<file path="src/rtl/host_output_transmit_pkg.sv">
// Shared constants for the host output transmit path: widths, line field offsets, FSM encoding.
package host_output_transmit_pkg;
  localparam int DESC_W     = 13;
  localparam int BUFID_W    = 9;
  localparam int LINE_W     = 7;
  localparam int ADDR_W     = BUFID_W + LINE_W;
  localparam int RD_LAT_DEF = 2;
  localparam int RD_LAT_MAX = 4;
  localparam int LINE_DW    = 134;
  localparam int HEAD_B     = 133;
  localparam int TAIL_B     = 132;
  localparam int INV_LO     = 128;

  typedef enum logic [1:0] {
    IDLE_S    = 2'd0,
    READ_S    = 2'd1,
    DRAIN_S   = 2'd2,
    RELEASE_S = 2'd3
  } state_t;
endpackage

</file>
<file path="src/rtl/host_output_transmit_if.sv">
// Scheduler / packet buffer / host FIFO / free pool signals of the transmit block.
// HOST_TX_STAT_EN adds the packet and descriptor-error counters.
interface host_output_transmit_if;
  import host_output_transmit_pkg::*;
  logic [DESC_W-1:0]  descriptor;
  logic               descriptor_wr;
  logic               host_outport_free;
  logic [ADDR_W-1:0]  pkt_raddr;
  logic               pkt_rd;
  logic [LINE_DW-1:0] pkt_rdata;
  logic [LINE_DW-1:0] host_data;
  logic               host_data_wr;
  logic               host_fifo_almost_full;
  logic [BUFID_W-1:0] bufid_free;
  logic               bufid_free_wr;
  logic               desc_err;
  logic [1:0]         hot_state;
`ifdef HOST_TX_STAT_EN
  logic [31:0]        tx_pkt_cnt;
  logic [31:0]        desc_err_cnt;
`endif

  modport master (
    output descriptor, descriptor_wr, pkt_rdata, host_fifo_almost_full,
`ifdef HOST_TX_STAT_EN
    input  tx_pkt_cnt, desc_err_cnt,
`endif
    input  host_outport_free, pkt_raddr, pkt_rd, host_data, host_data_wr,
    input  bufid_free, bufid_free_wr, desc_err, hot_state
  );

  modport slave (
    input  descriptor, descriptor_wr, pkt_rdata, host_fifo_almost_full,
`ifdef HOST_TX_STAT_EN
    output tx_pkt_cnt, desc_err_cnt,
`endif
    output host_outport_free, pkt_raddr, pkt_rd, host_data, host_data_wr,
    output bufid_free, bufid_free_wr, desc_err, hot_state
  );
endinterface

</file>
<file path="src/rtl/host_output_transmit_rd_delay.sv">
// Valid shift register matching packet-buffer read latency; each stage also carries a
// forced-last marker. Flush drops every in-flight entry.
module host_rd_delay_line #(
  parameter int STAGES = 2
) (
  input  logic clk,
  input  logic rst_n,
  input  logic flush,
  input  logic in_vld,
  input  logic in_last,
  output logic out_vld,
  output logic out_last,
  output logic empty
);
  logic [STAGES:1] vld_pipe;
  logic [STAGES:1] last_pipe;

  always_ff @(posedge clk) begin
    if (!rst_n || flush) begin
      vld_pipe  <= '0;
      last_pipe <= '0;
    end else begin
      vld_pipe[1]  <= in_vld;
      last_pipe[1] <= in_last;
      for (int i = 2; i <= STAGES; i++) begin
        vld_pipe[i]  <= vld_pipe[i-1];
        last_pipe[i] <= last_pipe[i-1];
      end
    end
  end

  assign out_vld  = vld_pipe[STAGES];
  assign out_last = last_pipe[STAGES];
  assign empty    = ~|vld_pipe;
endmodule

</file>
<file path="src/rtl/host_output_transmit.sv">
// Streams one packet per descriptor from the packet buffer to the host FIFO, then frees the bufid.
// HOST_TX_STAT_EN adds transmitted-packet and descriptor-error counters.
module host_output_transmit
  import host_output_transmit_pkg::*;
#(
  parameter int RD_LAT = RD_LAT_DEF
) (
  input logic                  i_clk,
  input logic                  i_rst_n,
  host_output_transmit_if.slave bus
);
  localparam logic [LINE_W-1:0] LINE_MAX = '1;

  state_t             state;
  logic [BUFID_W-1:0] bufid;
  logic [LINE_W-1:0]  line;
  logic               last_iss;
  logic               free;
  logic               free_wr;
  logic [BUFID_W-1:0] free_id;
  logic               err;
  logic               issue;
  logic               ret_vld;
  logic               ret_last;
  logic               ret_tail;
  logic               pipe_empty;
  logic               host_wr;
  logic               unused_desc;

  assign unused_desc = ^bus.descriptor[DESC_W-1:BUFID_W];

  assign issue    = (state == READ_S) && !bus.host_fifo_almost_full && !last_iss;
  assign host_wr  = ret_vld && (state == READ_S);
  // The returning tail also flushes the speculative reads still in flight behind it.
  assign ret_tail = host_wr && (bus.pkt_rdata[TAIL_B] || ret_last);

  host_rd_delay_line #(.STAGES(RD_LAT)) u_rd_delay (
    .clk      (i_clk),
    .rst_n    (i_rst_n),
    .flush    (ret_tail),
    .in_vld   (issue),
    .in_last  (issue && (line == LINE_MAX)),
    .out_vld  (ret_vld),
    .out_last (ret_last),
    .empty    (pipe_empty)
  );

  always_ff @(posedge i_clk) begin
    if (!i_rst_n) begin
      state    <= IDLE_S;
      bufid    <= '0;
      line     <= '0;
      last_iss <= 1'b0;
      free     <= 1'b0;
      free_wr  <= 1'b0;
      free_id  <= '0;
      err      <= 1'b0;
    end else begin
      free_wr <= 1'b0;
      free_id <= '0;
      err     <= bus.descriptor_wr && (state != IDLE_S);
      case (state)
        IDLE_S: begin
          free <= 1'b1;
          if (bus.descriptor_wr) begin
            bufid    <= bus.descriptor[BUFID_W-1:0];
            line     <= '0;
            last_iss <= 1'b0;
            free     <= 1'b0;
            state    <= READ_S;
          end
        end
        READ_S: begin
          if (issue) begin
            line <= line + 1'b1;
            if (line == LINE_MAX) last_iss <= 1'b1;
          end
          if (ret_tail) state <= DRAIN_S;
        end
        DRAIN_S: begin
          if (pipe_empty) begin
            free_wr <= 1'b1;
            free_id <= bufid;
            state   <= RELEASE_S;
          end
        end
        RELEASE_S: begin
          free  <= 1'b1;
          state <= IDLE_S;
        end
        default: state <= IDLE_S;
      endcase
    end
  end

  assign bus.host_outport_free = free;
  assign bus.pkt_rd            = issue;
  assign bus.pkt_raddr         = {bufid, line};
  assign bus.host_data_wr      = host_wr;
  // Overflow-terminated packets get their tail bit forced on the final line.
  assign bus.host_data         = host_wr ? {bus.pkt_rdata[LINE_DW-1:TAIL_B+1],
                                            bus.pkt_rdata[TAIL_B] | ret_last,
                                            bus.pkt_rdata[TAIL_B-1:0]} : '0;
  assign bus.bufid_free        = free_id;
  assign bus.bufid_free_wr     = free_wr;
  assign bus.desc_err          = err;
  assign bus.hot_state         = state;

`ifdef HOST_TX_STAT_EN
  logic [31:0] tx_cnt;
  logic [31:0] err_cnt;

  always_ff @(posedge i_clk) begin
    if (!i_rst_n) begin
      tx_cnt  <= '0;
      err_cnt <= '0;
    end else begin
      if (free_wr) tx_cnt  <= tx_cnt + 32'd1;
      if (err)     err_cnt <= err_cnt + 32'd1;
    end
  end

  assign bus.tx_pkt_cnt   = tx_cnt;
  assign bus.desc_err_cnt = err_cnt;
`endif
endmodule

</file>
<file path="src/flat_wrapper.sv">
// flat-port wrapper written by rule: the top's interface ports become plain ports
module host_output_transmit_flat import host_output_transmit_pkg::*;
#(
  parameter int RD_LAT = RD_LAT_DEF
)
  (i_clk, i_rst_n, bus_descriptor, bus_descriptor_wr, bus_pkt_rdata, bus_host_fifo_almost_full, bus_host_outport_free, bus_pkt_raddr, bus_pkt_rd, bus_host_data, bus_host_data_wr, bus_bufid_free, bus_bufid_free_wr, bus_desc_err, bus_hot_state);
  host_output_transmit_if bus_i ();
  input logic i_clk;
  input logic i_rst_n;
  input wire logic [$bits(bus_i.descriptor)-1:0] bus_descriptor;
  input wire logic [$bits(bus_i.descriptor_wr)-1:0] bus_descriptor_wr;
  input wire logic [$bits(bus_i.pkt_rdata)-1:0] bus_pkt_rdata;
  input wire logic [$bits(bus_i.host_fifo_almost_full)-1:0] bus_host_fifo_almost_full;
  output wire logic [$bits(bus_i.host_outport_free)-1:0] bus_host_outport_free;
  output wire logic [$bits(bus_i.pkt_raddr)-1:0] bus_pkt_raddr;
  output wire logic [$bits(bus_i.pkt_rd)-1:0] bus_pkt_rd;
  output wire logic [$bits(bus_i.host_data)-1:0] bus_host_data;
  output wire logic [$bits(bus_i.host_data_wr)-1:0] bus_host_data_wr;
  output wire logic [$bits(bus_i.bufid_free)-1:0] bus_bufid_free;
  output wire logic [$bits(bus_i.bufid_free_wr)-1:0] bus_bufid_free_wr;
  output wire logic [$bits(bus_i.desc_err)-1:0] bus_desc_err;
  output wire logic [$bits(bus_i.hot_state)-1:0] bus_hot_state;
  assign bus_i.descriptor = bus_descriptor;
  assign bus_i.descriptor_wr = bus_descriptor_wr;
  assign bus_i.pkt_rdata = bus_pkt_rdata;
  assign bus_i.host_fifo_almost_full = bus_host_fifo_almost_full;
  assign bus_host_outport_free = bus_i.host_outport_free;
  assign bus_pkt_raddr = bus_i.pkt_raddr;
  assign bus_pkt_rd = bus_i.pkt_rd;
  assign bus_host_data = bus_i.host_data;
  assign bus_host_data_wr = bus_i.host_data_wr;
  assign bus_bufid_free = bus_i.bufid_free;
  assign bus_bufid_free_wr = bus_i.bufid_free_wr;
  assign bus_desc_err = bus_i.desc_err;
  assign bus_hot_state = bus_i.hot_state;
  host_output_transmit #(.RD_LAT(RD_LAT)) u_core (.i_clk(i_clk), .i_rst_n(i_rst_n), .bus(bus_i));
endmodule
</file>
<file path="config.mk">
export PLATFORM = sky130hd
export DESIGN_NAME = host_output_transmit_flat
export DESIGN_NICKNAME = d
export VERILOG_FILES = /design/src/rtl/host_output_transmit_pkg.sv /design/src/rtl/host_output_transmit_if.sv /design/src/rtl/host_output_transmit_rd_delay.sv /design/src/rtl/host_output_transmit.sv /design/src/flat_wrapper.sv
export SDC_FILE = /design/constraint.sdc
export NUM_CORES = 1
export LEC_CHECK = 0
export BUFFER_PORTS_ARGS = -buffer_cell sky130_fd_sc_hd__buf_4
export CORE_AREA = 5 5 120 122
export CTS_CLUSTER_SIZE = 28
export DETAILED_ROUTE_END_ITERATION = 8
export DIE_AREA = 0 0 125 127
export PLACE_DENSITY = 0.61
export RECOVER_POWER = 50
export SYNTH_ARGS = -nofsm -noshare
export SYNTH_HDL_FRONTEND = slang
export SYNTH_SLANG_ARGS = --single-unit
</file>
<file path="constraint.sdc">
create_clock -name i_clk -period 2.5 [get_ports i_clk]
set_input_delay 0.25 -clock i_clk [delete_from_list [all_inputs] [get_ports i_clk]]
set_output_delay 0.25 -clock i_clk [all_outputs]
set_load 0.1 [all_outputs]
</file>
==> metrics.txt <==
status complete, no violations; CTS tree yes; global-route wire length before repair 20,500 microns; worst-path maximum fanout 75; Reg clk slew, reported paths 50 ps; multi-input logic area ~1500 sq um; Final Core Density 37.5%; Leakage 2.87 nW; Min-Delay Path Class primary input to flop; drt first-iter violations 179; Final Skew 7.31 ps; post-CTS resize count 0; Worst-Margin Slew roughly 1200 ps; Area Growth Syn to Fin 111%; Critical Path End Type output port; IO Count ~320; # diodes 0; hold buffers post-CTS 0; CTS Buf Count 5; count of mapped cells out of synthesis around 310; vias in the first global route between 3,000 and 4,000; Slew Viols, Final 0; initial core utilization 17.8%; share of post-route cells with drive strength above 1 58.9%; reg-to-reg slack, setup about 310 ps; fillers 1,383; Total Die Area 15,900 sq um; WL final ~14,000 microns; fin crit period roughly 2300 ps; sequential share of power 22.9%; unrepaired setup endpoints after global routing false; Core Area 13,100 sq um; Internal 1.45 mW; R2R Path Start u_core.bus.hot_state[1]$_SDFFE_PN0P_; clock network power share 19.6%; Clock Latency Late Sink roughly 280 ps; PwrDens 625 nW/um^2; Layout Nets 756; Final ANT Viol Nets 0; #FFs+latches synth 35; Initial DRT Pass Iterations 4; fin crit share 91.3%; DP Wirelength 11,700 microns; Net Sw Frac 52.7%; sequential share of the synthesized area 30.1%; hold-critical path depth 2; Sw Pwr between 1.5 and 2 mW; largest net degree at the start of global routing 81; Setup Buffers After CTS 0; DR vias between 3,000 and 4,000; Max Cap Viol 0; CTS Buffer Depth 2; hold_sp bus_descriptor_wr; DR vias/cell 4.34; YS warnings 0; commonest non-fill, non-tap cell in the layout buf_4; Comb power frac 57.6%; Reg2Reg Depth 7; hold_ws 205 ps; Max VDD drop 0.000302 V; setup TNS 0 ps; Max transition margin 19.0%; f_max 438 MHz; GRT Overall Usage 16.5%; die height 127 microns; Reg area ~700 sq um; Hold Path End u_core.bus.host_outport_free$_SDFFE_PN0P_; most frequent cells in the layout buf_4, and3_1, and3_2; Yosys top cell by area and3_1; CP arrival between 2000 and 2500 ps; final setup vio count 0; post-synthesis cell area approximately 2300 sq um; DRC viols 0; Port Buffers around 310; startpoint types flop; Req. time, crit path 2250 ps; RePlAce Congestion between 0.8 and 0.9; row count 42; H-tree depth 2; root buf cell clkbuf_16; Sink Count 35; total gr overflow 0; wire per inst 18.2 microns; synth top area cells and3_1, dfxtp_1, clkbuf_1; Syn Nets 464; area fraction of the dominant cell type after synthesis 36.6%; CP Class flop to output port; r2r endpoint u_core.line[5]$_SDFFE_PN0P_; Avg Inst Size Synth 7.58 sq um; initial antenna violation count 8; final hold vios 0; Netlist cell types 35; die extent in x 125 microns
[stage by stage]
| step | cells | area (sq um) | setup slack, ps | total power [mW] |
|---|---|---|---|---|
| 3_5_place_dp | 768 | 4900 | 450 | 2.56 |
| 2_1_floorplan | 307 | 2400 | 37.5 | 2.04 |
| 4_1_cts | 775 | 5040 | 244 | 3.17 |
| 5_1_grt | 775 | 4910 | 69.2 | 3.25 |
| 3_3_place_gp | 768 | 4900 | 513 | 2.52 |
| 6_report | 775 | 4910 | 218 | 3.07 |
[sequential cells by signal (all words and copies together), names as in the netlist]
register                      count
u_core.last_iss                   1
u_core.u_rd_delay.last_pipe       2
u_core.bus.bufid_free_wr          1
u_core.bus.hot_state              2
u_core.u_rd_delay.vld_pipe        2
u_core.bus.bufid_free             9
u_core.bus.host_outport_free      1
u_core.bufid                      9
u_core.line                       7
u_core.bus.desc_err               1
[how the worst max path moves through the flow]
stage | startpoint | to | cells past startpoint
finish | u_core.bus.hot_state[1]$_SDFFE_PN0P_ | bus_host_data[93] | 5
global placement | u_core.bus.hot_state[1]$_SDFFE_PN0P_ | u_core.line[5]$_SDFFE_PN0P_ | 7
floorplan | u_core.bus.hot_state[0]$_SDFFE_PN0P_ | bus_host_data[10] | 4
global route | u_core.bus.hot_state[1]$_SDFFE_PN0P_ | bus_host_data[93] | 5
detailed placement | u_core.bus.hot_state[1]$_SDFFE_PN0P_ | u_core.line[5]$_SDFFE_PN0P_ | 7
CTS | u_core.bus.hot_state[1]$_SDFFE_PN0P_ | bus_host_data[84] | 5
[logic make-up (layout without fill, tap and decap cells)]
family / count (synthesis) / count (layout) / share of synthesized area, %
AND/OR/NAND/NOR: 194 / 194 / 49.2
buffers and inverters: 39 / 331 / 6.51
flip-flops: 35 / 35 / 30.1
AO/OA/AOI/OAI: 27 / 27 / 8.55
adder cells (fa/ha/maj): 6 / 6 / 3.23
XOR/XNOR: 3 / 3 / 1.13
multiplexers: 3 / 3 / 1.29
[worst max-delay path, cell delays in order (launching register included)]
cell and delay [ps]:
dfxtp_1 340, inv_1 130, ha_2 220, buf_4 470
and3_2 290, buf_4 290
[power by group through the flow]
stage / sequential (mW) / clock, mW / combinational [mW]
after floorplan: 1.19 / 0 / 0.852
after global placement: 0.714 / 0 / 1.80
after detailed placement: 0.719 / 0 / 1.84
after CTS: 0.707 / 0.614 / 1.85
after global routing: 0.716 / 0.648 / 1.89
final: 0.701 / 0.601 / 1.77
[cells in the mapped netlist, drive strengths merged]
| master | instances |
|---|---|
| and3 | 136 |
| and4 | 1 |
| nor2 | 5 |
| and2b | 1 |
| or3 | 1 |
| nor3 | 1 |
| o31ai | 1 |
| a21oi | 3 |
| inv | 5 |
| mux2i | 3 |
| xor2 | 1 |
| and2 | 12 |
| o21ai | 4 |
| xnor2 | 2 |
| nand2b | 1 |
| nand2 | 26 |
| a211oi | 3 |
| a21boi | 10 |
| or2b | 1 |
| nand3 | 4 |
| or4 | 1 |
| o21a | 1 |
| a31oi | 1 |
| nor2b | 2 |
| a211o | 1 |
| o211ai | 2 |
| ha | 6 |
| o211a | 1 |
| clkinv | 1 |
| clkbuf | 33 |
| or3b | 2 |
| dfxtp | 35 |
[layout make-up]
type | instances | area share [%]
multi-input cells | 233 | 31.4
inverters | 6 | 0.484
flip-flops and latches | 35 | 14.3
well taps | 176 | 4.48
repair buffers | 318 | 46.4
clock buffers | 6 | 2.83
clock inverters | 1 | 0.102
[metal layers]
metal | track usage [%] | part of all wire (%) | wire, microns
met3 | 10.7 | 14 | 1960
met5 | 0 | 0.55 | 77
met2 | 25.8 | 43 | 6100
met4 | 2.04 | 1.0 | 146
met1 | 19.6 | 41 | 5810
Note: power is estimated with default switching activity, not from simulation.
